## src/rtl/sargantana_icache_pkg.sv

```systemverilog
// Shared definitions for the icache-to-L1.5 request arbiter: request size
// codes, the instruction-fill return type, arbiter states and the request bundle.
package sargantana_icache_pkg;

  localparam int L15_ADDR_W = 40;

  localparam logic [2:0] L15_SIZE_NC   = 3'b011;
  localparam logic [2:0] L15_SIZE_LINE = 3'b111;

  localparam logic [3:0] RTN_IFILL_DEF = 4'h1;

  typedef logic [1:0] arb_state_t;
  localparam arb_state_t ST_IDLE = 2'd0;
  localparam arb_state_t ST_REQ  = 2'd1;
  localparam arb_state_t ST_WAIT = 2'd2;

  typedef struct packed {
    logic                  nc;
    logic [2:0]            size;
    logic [L15_ADDR_W-1:0] addr;
  } l15_req_t;

endpackage

```

## src/rtl/icache_l15_line_assembler.sv

```systemverilog
// Collects 64-bit instruction-fill beats into a cache line and raises a
// one-cycle done pulse the cycle after the final beat is written.
module icache_l15_line_assembler #(
  parameter int LINE_BEATS = 4
) (
  input  logic                     clk_i,
  input  logic                     rst_i,
  input  logic                     beat_valid_i,
  input  logic [63:0]              beat_data_i,
  output logic                     last_beat_o,
  output logic                     done_o,
  output logic [64*LINE_BEATS-1:0] line_o
);

  localparam int CNT_W = $clog2(LINE_BEATS);

  logic [CNT_W-1:0]          cnt_q;
  logic [64*LINE_BEATS-1:0]  line_q;
  logic                      done_q;

  assign last_beat_o = beat_valid_i & (cnt_q == CNT_W'(LINE_BEATS - 1));
  assign done_o      = done_q;
  assign line_o      = line_q;

  // Write each beat into its slot; the counter wraps naturally at a power of two
  always_ff @(posedge clk_i or posedge rst_i) begin
    if (rst_i) begin
      cnt_q  <= '0;
      line_q <= '0;
      done_q <= 1'b0;
    end else begin
      done_q <= last_beat_o;
      if (beat_valid_i) begin
        line_q[cnt_q*64 +: 64] <= beat_data_i;
        cnt_q                  <= cnt_q + 1'b1;
      end
    end
  end

endmodule

```

## src/rtl/icache_l15_req_arb.sv

```systemverilog
// Arbitrates non-cacheable fetches (strict priority) and icache line fills
// onto a single L1.5 request channel with one transaction in flight.
module icache_l15_req_arb
  import sargantana_icache_pkg::*;
#(
  parameter int         PADDR_W    = 40,
  parameter int         LINE_BEATS = 4,
  parameter logic [3:0] RTN_IFILL  = RTN_IFILL_DEF
) (
  input  logic                     clk_i,
  input  logic                     rst_i,
  input  logic                     nc_req_valid_i,
  input  logic [PADDR_W-1:0]       nc_req_addr_i,
  output logic                     nc_grant_valid_o,
  output logic [63:0]              nc_resp_data_o,
  input  logic                     fill_req_valid_i,
  input  logic [PADDR_W-1:0]       fill_req_addr_i,
  output logic                     fill_req_ready_o,
  output logic                     fill_resp_valid_o,
  output logic [64*LINE_BEATS-1:0] fill_resp_line_o,
  output logic                     l15_req_val_o,
  output logic                     l15_req_nc_o,
  output logic [2:0]               l15_req_size_o,
  output logic [PADDR_W-1:0]       l15_req_addr_o,
  input  logic                     l15_req_ack_i,
  input  logic                     l15_resp_val_i,
  input  logic [3:0]               l15_resp_type_i,
  input  logic [63:0]              l15_resp_data_i,
  output logic                     l15_resp_ack_o
);

  localparam logic [PADDR_W-1:0] LINE_MASK = PADDR_W'((8 * LINE_BEATS) - 1);
  localparam logic [PADDR_W-1:0] WORD_MASK = PADDR_W'(7);

  arb_state_t          state_q;
  logic                nc_pend_q;
  logic [PADDR_W-1:0]  nc_addr_q;
  l15_req_t            req_q;

  logic                fill_hs;
  logic                ifill_beat;
  logic                line_beat;
  logic                last_beat;
  logic [PADDR_W-1:0]  nc_src_addr;
  logic [PADDR_W-1:0]  nc_aligned;
  logic [PADDR_W-1:0]  fill_aligned;

  // A fresh pulse is always the newest request, so it bypasses the stored address
  assign nc_src_addr  = nc_req_valid_i ? nc_req_addr_i : nc_addr_q;
  assign nc_aligned   = nc_src_addr & ~WORD_MASK;
  assign fill_aligned = fill_req_addr_i & ~LINE_MASK;

  assign fill_req_ready_o = ~rst_i & (state_q == ST_IDLE) & ~nc_pend_q & ~nc_req_valid_i;
  assign fill_hs          = fill_req_valid_i & fill_req_ready_o;

  assign l15_req_val_o  = (state_q == ST_REQ);
  assign l15_req_nc_o   = l15_req_val_o & req_q.nc;
  assign l15_req_size_o = l15_req_val_o ? req_q.size : 3'b000;
  assign l15_req_addr_o = l15_req_val_o ? PADDR_W'(req_q.addr) : '0;

  // Every beat is consumed; only IFILL beats in WAIT carry useful data
  assign l15_resp_ack_o = ~rst_i & l15_resp_val_i;
  assign ifill_beat     = (state_q == ST_WAIT) & l15_resp_val_i & (l15_resp_type_i == RTN_IFILL);

  assign nc_grant_valid_o = ifill_beat & req_q.nc;
  assign nc_resp_data_o   = nc_grant_valid_o ? l15_resp_data_i : 64'd0;
  assign line_beat        = ifill_beat & ~req_q.nc;

  // Pending non-cacheable request: set on any pulse, cleared when its header is accepted
  always_ff @(posedge clk_i or posedge rst_i) begin
    if (rst_i) begin
      nc_pend_q <= 1'b0;
      nc_addr_q <= '0;
    end else if (nc_req_valid_i) begin
      nc_pend_q <= 1'b1;
      nc_addr_q <= nc_req_addr_i;
    end else if ((state_q == ST_REQ) && l15_req_ack_i && req_q.nc) begin
      nc_pend_q <= 1'b0;
    end
  end

  // Transaction sequencer: pick a source, hold the header until acked, await the data
  always_ff @(posedge clk_i or posedge rst_i) begin
    if (rst_i) begin
      state_q <= ST_IDLE;
      req_q   <= '0;
    end else begin
      case (state_q)
        ST_IDLE: begin
          if (nc_req_valid_i || nc_pend_q) begin
            req_q   <= '{nc: 1'b1, size: L15_SIZE_NC, addr: L15_ADDR_W'(nc_aligned)};
            state_q <= ST_REQ;
          end else if (fill_hs) begin
            req_q   <= '{nc: 1'b0, size: L15_SIZE_LINE, addr: L15_ADDR_W'(fill_aligned)};
            state_q <= ST_REQ;
          end
        end
        ST_REQ: begin
          if (l15_req_ack_i) begin
            state_q <= ST_WAIT;
          end
        end
        ST_WAIT: begin
          if (nc_grant_valid_o || last_beat) begin
            state_q <= ST_IDLE;
          end
        end
        default: state_q <= ST_IDLE;
      endcase
    end
  end

  icache_l15_line_assembler #(
    .LINE_BEATS (LINE_BEATS)
  ) u_line_asm (
    .clk_i        (clk_i),
    .rst_i        (rst_i),
    .beat_valid_i (line_beat),
    .beat_data_i  (l15_resp_data_i),
    .last_beat_o  (last_beat),
    .done_o       (fill_resp_valid_o),
    .line_o       (fill_resp_line_o)
  );

endmodule

```

## config.mk

```make
export PLATFORM = sky130hd
export DESIGN_NAME = icache_l15_req_arb
export DESIGN_NICKNAME = d
export VERILOG_FILES = /design/src/rtl/sargantana_icache_pkg.sv /design/src/rtl/icache_l15_line_assembler.sv /design/src/rtl/icache_l15_req_arb.sv
export SDC_FILE = /design/constraint.sdc
export NUM_CORES = 1
export LEC_CHECK = 0
export BUFFER_PORTS_ARGS = -buffer_cell sky130_fd_sc_hd__buf_4
export CORE_AREA = 2 2 203 205
export CTS_BUF_LIST = sky130_fd_sc_hd__clkbuf_4 sky130_fd_sc_hd__clkbuf_8
export DETAILED_ROUTE_END_ITERATION = 16
export DIE_AREA = 0 0 205 207
export PLACE_DENSITY = 0.67
export SETUP_SLACK_MARGIN = 0.3
export SYNTH_ARGS = -nofsm -noshare
export SYNTH_HDL_FRONTEND = slang
export SYNTH_SLANG_ARGS = --single-unit
```

## constraint.sdc

```tcl
create_clock -name clk_i -period 10.6 [get_ports clk_i]
set_input_delay 0.53 -clock clk_i [delete_from_list [all_inputs] [get_ports clk_i]]
set_output_delay 0.53 -clock clk_i [all_outputs]
set_load 0.03 [all_outputs]
```

Yosys cells after proc, flatten, opt, wreduce, memory -nomap -nowiden. Index checks and enable logic that the tools add are counted.

Register bits after elaboration: 346. Bits of input ports: 154. Output and inout port bits: 369. Logic and storage cells: 59.

$add $sub $neg: 2. Equality and inequality tests: 7. Shift-type cells: 2. Mux-type cells: 14. Bitwise gates (word level): 15. Reductions and logical operators: 9.

Operator list (count): $bwmux 256 (1); $shift 64x34->256 const A (1); $shiftx 64x34->256 (1); $mux 44 (2); $mux 40 (2); $mux 64 (1); $neg 8->34 (1); $and 1x1->1 (11); $mux 2 (4); $pmux 2 s3 (1); $eq 2x2->1 const B (2); $eq 4x1->1 const B (1); $ne 2x1->1 const B (2); $not 1->1 (4); $reduce_bool 2->1 (2); $mux 3 (1); $ne 3x2->1 const B (1); $reduce_and 3->1 (1); $add 2x1->2 const B (1); $eq 2x1->1 const B (1); $logic_and 1x1->1 (2); $logic_not 2->1 (1); $logic_or 1x1->1 (2); $mux 1 (2); $reduce_and 2->1 (1).

Depth between registers and ports, before layout.
Depth after elaboration: 8. Gate-level depth with buffers: 7. Mapped depth without buffers: 5.

Cells and area by module. From an unflattened synthesis, not the netlist that was laid out.

Cells, all modules: 1193. Area, all modules: 15346.0 µm².

Modules (own cells, without submodules): icache_l15_line_assembler (instances 1, cells each 836, area an instance 11282.1 µm², sequential area each 6481.2 µm²); icache_l15_req_arb (instances 1, cells each 357, area an instance 4063.9 µm², sequential area each 2001.9 µm²).

Worst setup path after synthesis. OpenSTA, ideal clock, no wires.

Kind: in2out. Start: input port rst_i. End: output port fill_req_ready_o. Data arrival time: 8.612 ns. Required time: 10.070 ns. Path slack: 1.458 ns. Stages: 2. Buffers on the path: 0. Cell sequence: inv_1 and3_1.

Cells in the longest elaborated chain, start to end: 4.

Ends and longest elaborated chain: start: declaration (line icache_l15_req_arb.sv:11) `input logic rst_i,`; $not 1->1 (line icache_l15_req_arb.sv:53) `assign fill_req_ready_o = ~rst_i & (state_q == ST_IDLE) & ~nc_pend_q & ~nc_req_valid_i;`; $and 1x1->1 (3 in series) (line icache_l15_req_arb.sv:53); end: declaration (line icache_l15_req_arb.sv:18) `output logic fill_req_ready_o,`.

No other way between the ends.

Final worst setup path.
Start: register state_q[0]. End: output port nc_resp_data_o[33].

Cells in the longest elaborated chain, start to end: 5.

Ends and longest elaborated chain: start: declaration (line icache_l15_req_arb.sv:35) `arb_state_t state_q;`; start signal: assignment (line icache_l15_req_arb.sv:85) `state_q <= ST_IDLE;`; start signal: assignment (line icache_l15_req_arb.sv:92) `state_q <= ST_REQ;`; start signal: assignment (line icache_l15_req_arb.sv:95) `state_q <= ST_REQ;`; $eq 2x2->1 (line icache_l15_req_arb.sv:63) `assign ifill_beat = (state_q == ST_WAIT) & l15_resp_val_i & (l15_resp_type_i == RTN_IFILL);`; $and 1x1->1 (2 in series) (line icache_l15_req_arb.sv:63); $and 1x1->1 (line icache_l15_req_arb.sv:65) `assign nc_grant_valid_o = ifill_beat & req_q.nc;`; $mux 64 (line icache_l15_req_arb.sv:66) `assign nc_resp_data_o = nc_grant_valid_o ? l15_resp_data_i : 64'd0;`; end: declaration (line icache_l15_req_arb.sv:15) `output logic [63:0] nc_resp_data_o,`.

No other way between the ends.

==> flow_metrics.tcl <==
set metrics [dict create \
    max_freq_ghz 0.330 \
    p_seq_share_pct 39.4 \
    worst_ep_required_time_ns 10.07 \
    tightestPinTransition_ns 0.981 \
    period_share_pct 28.6 \
    antenna_cells 0 \
    r2r_slack_ns 7.87 \
    ios 523 \
    route.detailed.drc 0 \
    critPathTopFamily "simple AND/OR/NAND/NOR gates" \
    reg2regPathDepth 4 \
    synth.top_cell.area_share_pct 54.3 \
    synth-edff-count 0 \
    slew_viol_final 0 \
    area_growth_pct 35.7 \
    worstSkewPairLatency_ns 0.65 \
    drive_gt1_share_pct 33.7 \
    end_kind "primary output" \
    gp_congestion 0.828 \
    yosysSeqAreaShare_pct 54.3 \
    cts-root-buf "clkbuf_8" \
    grt_overflow_total 0 \
    critPathMaxStageDelay_ns 0.45 \
    die_y_um 207 \
    hp-class "in2async" \
    via_per_inst 4.63 \
    crit_chain "nand2b_1, nor4_2, buf_4, and2_1, buf_4" \
    synth_cells 1488 \
    layout_min_cycle_time_ns 3.03 \
    outcome "finished clean" \
    yosys.area.top_type "dfrtp_1" \
    cts_sinks 339 \
    path_class "reg2out" \
    synthArstFlopShare_pct 100 \
    clk_pin_slew_ns 0.06 \
    rsz0062_at_grt "false" \
    die_x_um 205 \
    grt_max_degree 118 \
    post_drt_wl_per_cell_um 18.3 \
    io_buffers 511 \
    syn-cell-area_um2 15600 \
    cap_violations 0 \
    antenna_found_initial 1 \
    cts_buffer_depth 3 \
    initial_core_util_pct 38.7 \
    yosys-top-cells-count "dfrtp_1, mux2i_1, inv_1, nand2_1, and2_1" \
    p_leak_uw 0.0130 \
    yosysWarnings 0 \
    fin_nets 2156 \
    drt_iter0_drc 510 \
    ys_types 35 \
    core-area_um2 40400 \
    cp_max_fo 41 \
    cts_setup_buffers 0 \
    postCtsResizedCells 0 \
    power_switching_uw 1210 \
    cts_htree_levels 2 \
    setup_violations 0 \
    setup_tns_ns 0 \
    cts_tree "yes" \
    grt_pass1_vias 12500 \
    rows 74 \
    holdBufCountCts 0 \
    avgSynthCellArea_um2 10.5 \
    grt_pass1_wl_mm 73.3 \
    firstDrtPassIters 5 \
    via_count 11900 \
    power_frac_comb_pct 25.6 \
    ys.flop_type "dfrtp_1" \
    fillers 3710 \
    max_slew_margin_pct 34.6 \
    crit_top_cell "buf_4" \
    final-hold-violation-count 0 \
    finalWirelength_mm 47.1 \
    worst_ep_arrival_time_ns 2.50 \
    yosysMostFrequentCell "dfrtp_1" \
    critPathLaunchType "flip-flop" \
    final_antenna_net_count 0 \
    worst-path-buf-inv 2 \
    cts_made_buffers 58 \
    cpMaxStageDelayCell "buf_4" \
    grtUsageTotal_pct 22.2 \
    ir_drop_mv 0.132 \
    swShare_pct 32.5 \
    hpwl_mm 31.9 \
    clockPowerShare_pct 35.0 \
    crit_cells 5 \
    synth-seq-cells 339 \
    fin_util_pct 52.5 \
    fin_skew_ns 0.0301 \
    power.internal_uw 2510 \
    power.density_nw_per_um2 176 \
    die-area_um2 42400 \
    synth.area.top_cells "dfrtp_1, mux2i_1, inv_1" \
]
kinds of logic (layout without fill, tap and decap cells):
group	after synthesis	after routing	synth area share, %
adder cells (fa/ha/maj)	5	5	0.401
other	1	3	0.0240
AND/OR/NAND/NOR	389	389	11.0
AO/OA/AOI/OAI	9	9	0.433
flip-flops	339	339	54.3
multiplexers	364	364	23.6
XOR/XNOR	1	1	0.0561
buffers and inverters	380	935	10.2
layout by cell type (no fill, tap or decap), types with 2 or more instances in the layout:
cell type,count
buf_4,530
dfrtp_1,339
mux2i_1,326
inv_1,296
nand2_1,258
clkbuf_8,76
and2_1,68
nor2_1,39
mux2_2,38
clkbuf_4,17
clkinv_2,9
ha_1,5
nand3_4,4
nand2b_1,4
nor3b_2,3
conb_1,3
nor3_1,2
o21ai_0,2
a22o_1,2
inv_6,2
bufinv_16,2
area by class of cell:
cell class / count / area (um2) / share of cell area (%)
clock buffer: 93 / 1170 / 5.54
clock inverter: 15 / 139 / 0.655
inverter: 297 / 1120 / 5.29
multi-input combinational: 771 / 5640 / 26.6
sequential: 339 / 8480 / 40.0
tap: 532 / 666 / 3.14
timing repair buffer: 530 / 3980 / 18.8
stage by stage:
step | power, uW | setup WS, ns | cells | hold WS [ns] | instance area, um2
3_5_place_dp | 2450 | 7.59 | 2469 | 0.448 | 19900
4_1_cts | 3780 | 7.52 | 2577 | 0.0451 | 21200
3_3_place_gp | 2440 | 7.61 | 2469 | 0.447 | 19900
5_1_grt | 3920 | 7.40 | 2577 | 0.0372 | 21200
6_report | 3720 | 7.57 | 2577 | 0.0162 | 21200
2_1_floorplan | 2090 | 0.663 | 1490 | 0.425 | 15600
registers in the layout (all words and copies together), names as in the netlist:
name,cells
state_q,2
u_line_asm.done_o,1
req_q,40
nc_pend_q,1
u_line_asm.line_o,256
nc_addr_q,37
u_line_asm.cnt_q,2
routing by layer:
metal | vias up | global-route usage, % | wire [um]
li1 | 5600 | - | -
met1 | 5865 | 27.2 | 19200
met2 | 404 | 38.4 | 23600
met3 | 74 | 5.19 | 3050
met4 | 0 | 7.27 | 1300
met5 | - | 0 | 0
power groups by stage:
stage	Combinational, uW	Sequential [uW]	Clock (uW)
finish	953	1470	1300
global route	1030	1480	1410
CTS	968	1470	1340
detailed placement	965	1490	0
global placement	953	1480	0
floorplan	559	1530	0
worst paths after layout:
path | start | endpoint
worst max register to register | req_q[43] | u_line_asm.line_o[10]
worst min register to register | req_q[41] | req_q[41]
worst max-delay path | state_q[0] | nc_resp_data_o[33]
min in group clk_i | l15_req_ack_i | state_q[0]
max in group asynchronous | rst_i | u_line_asm.line_o[103]
worst min-delay path | rst_i | nc_addr_q[10]
No activity file was read; power rests on OpenSTA's default activity.
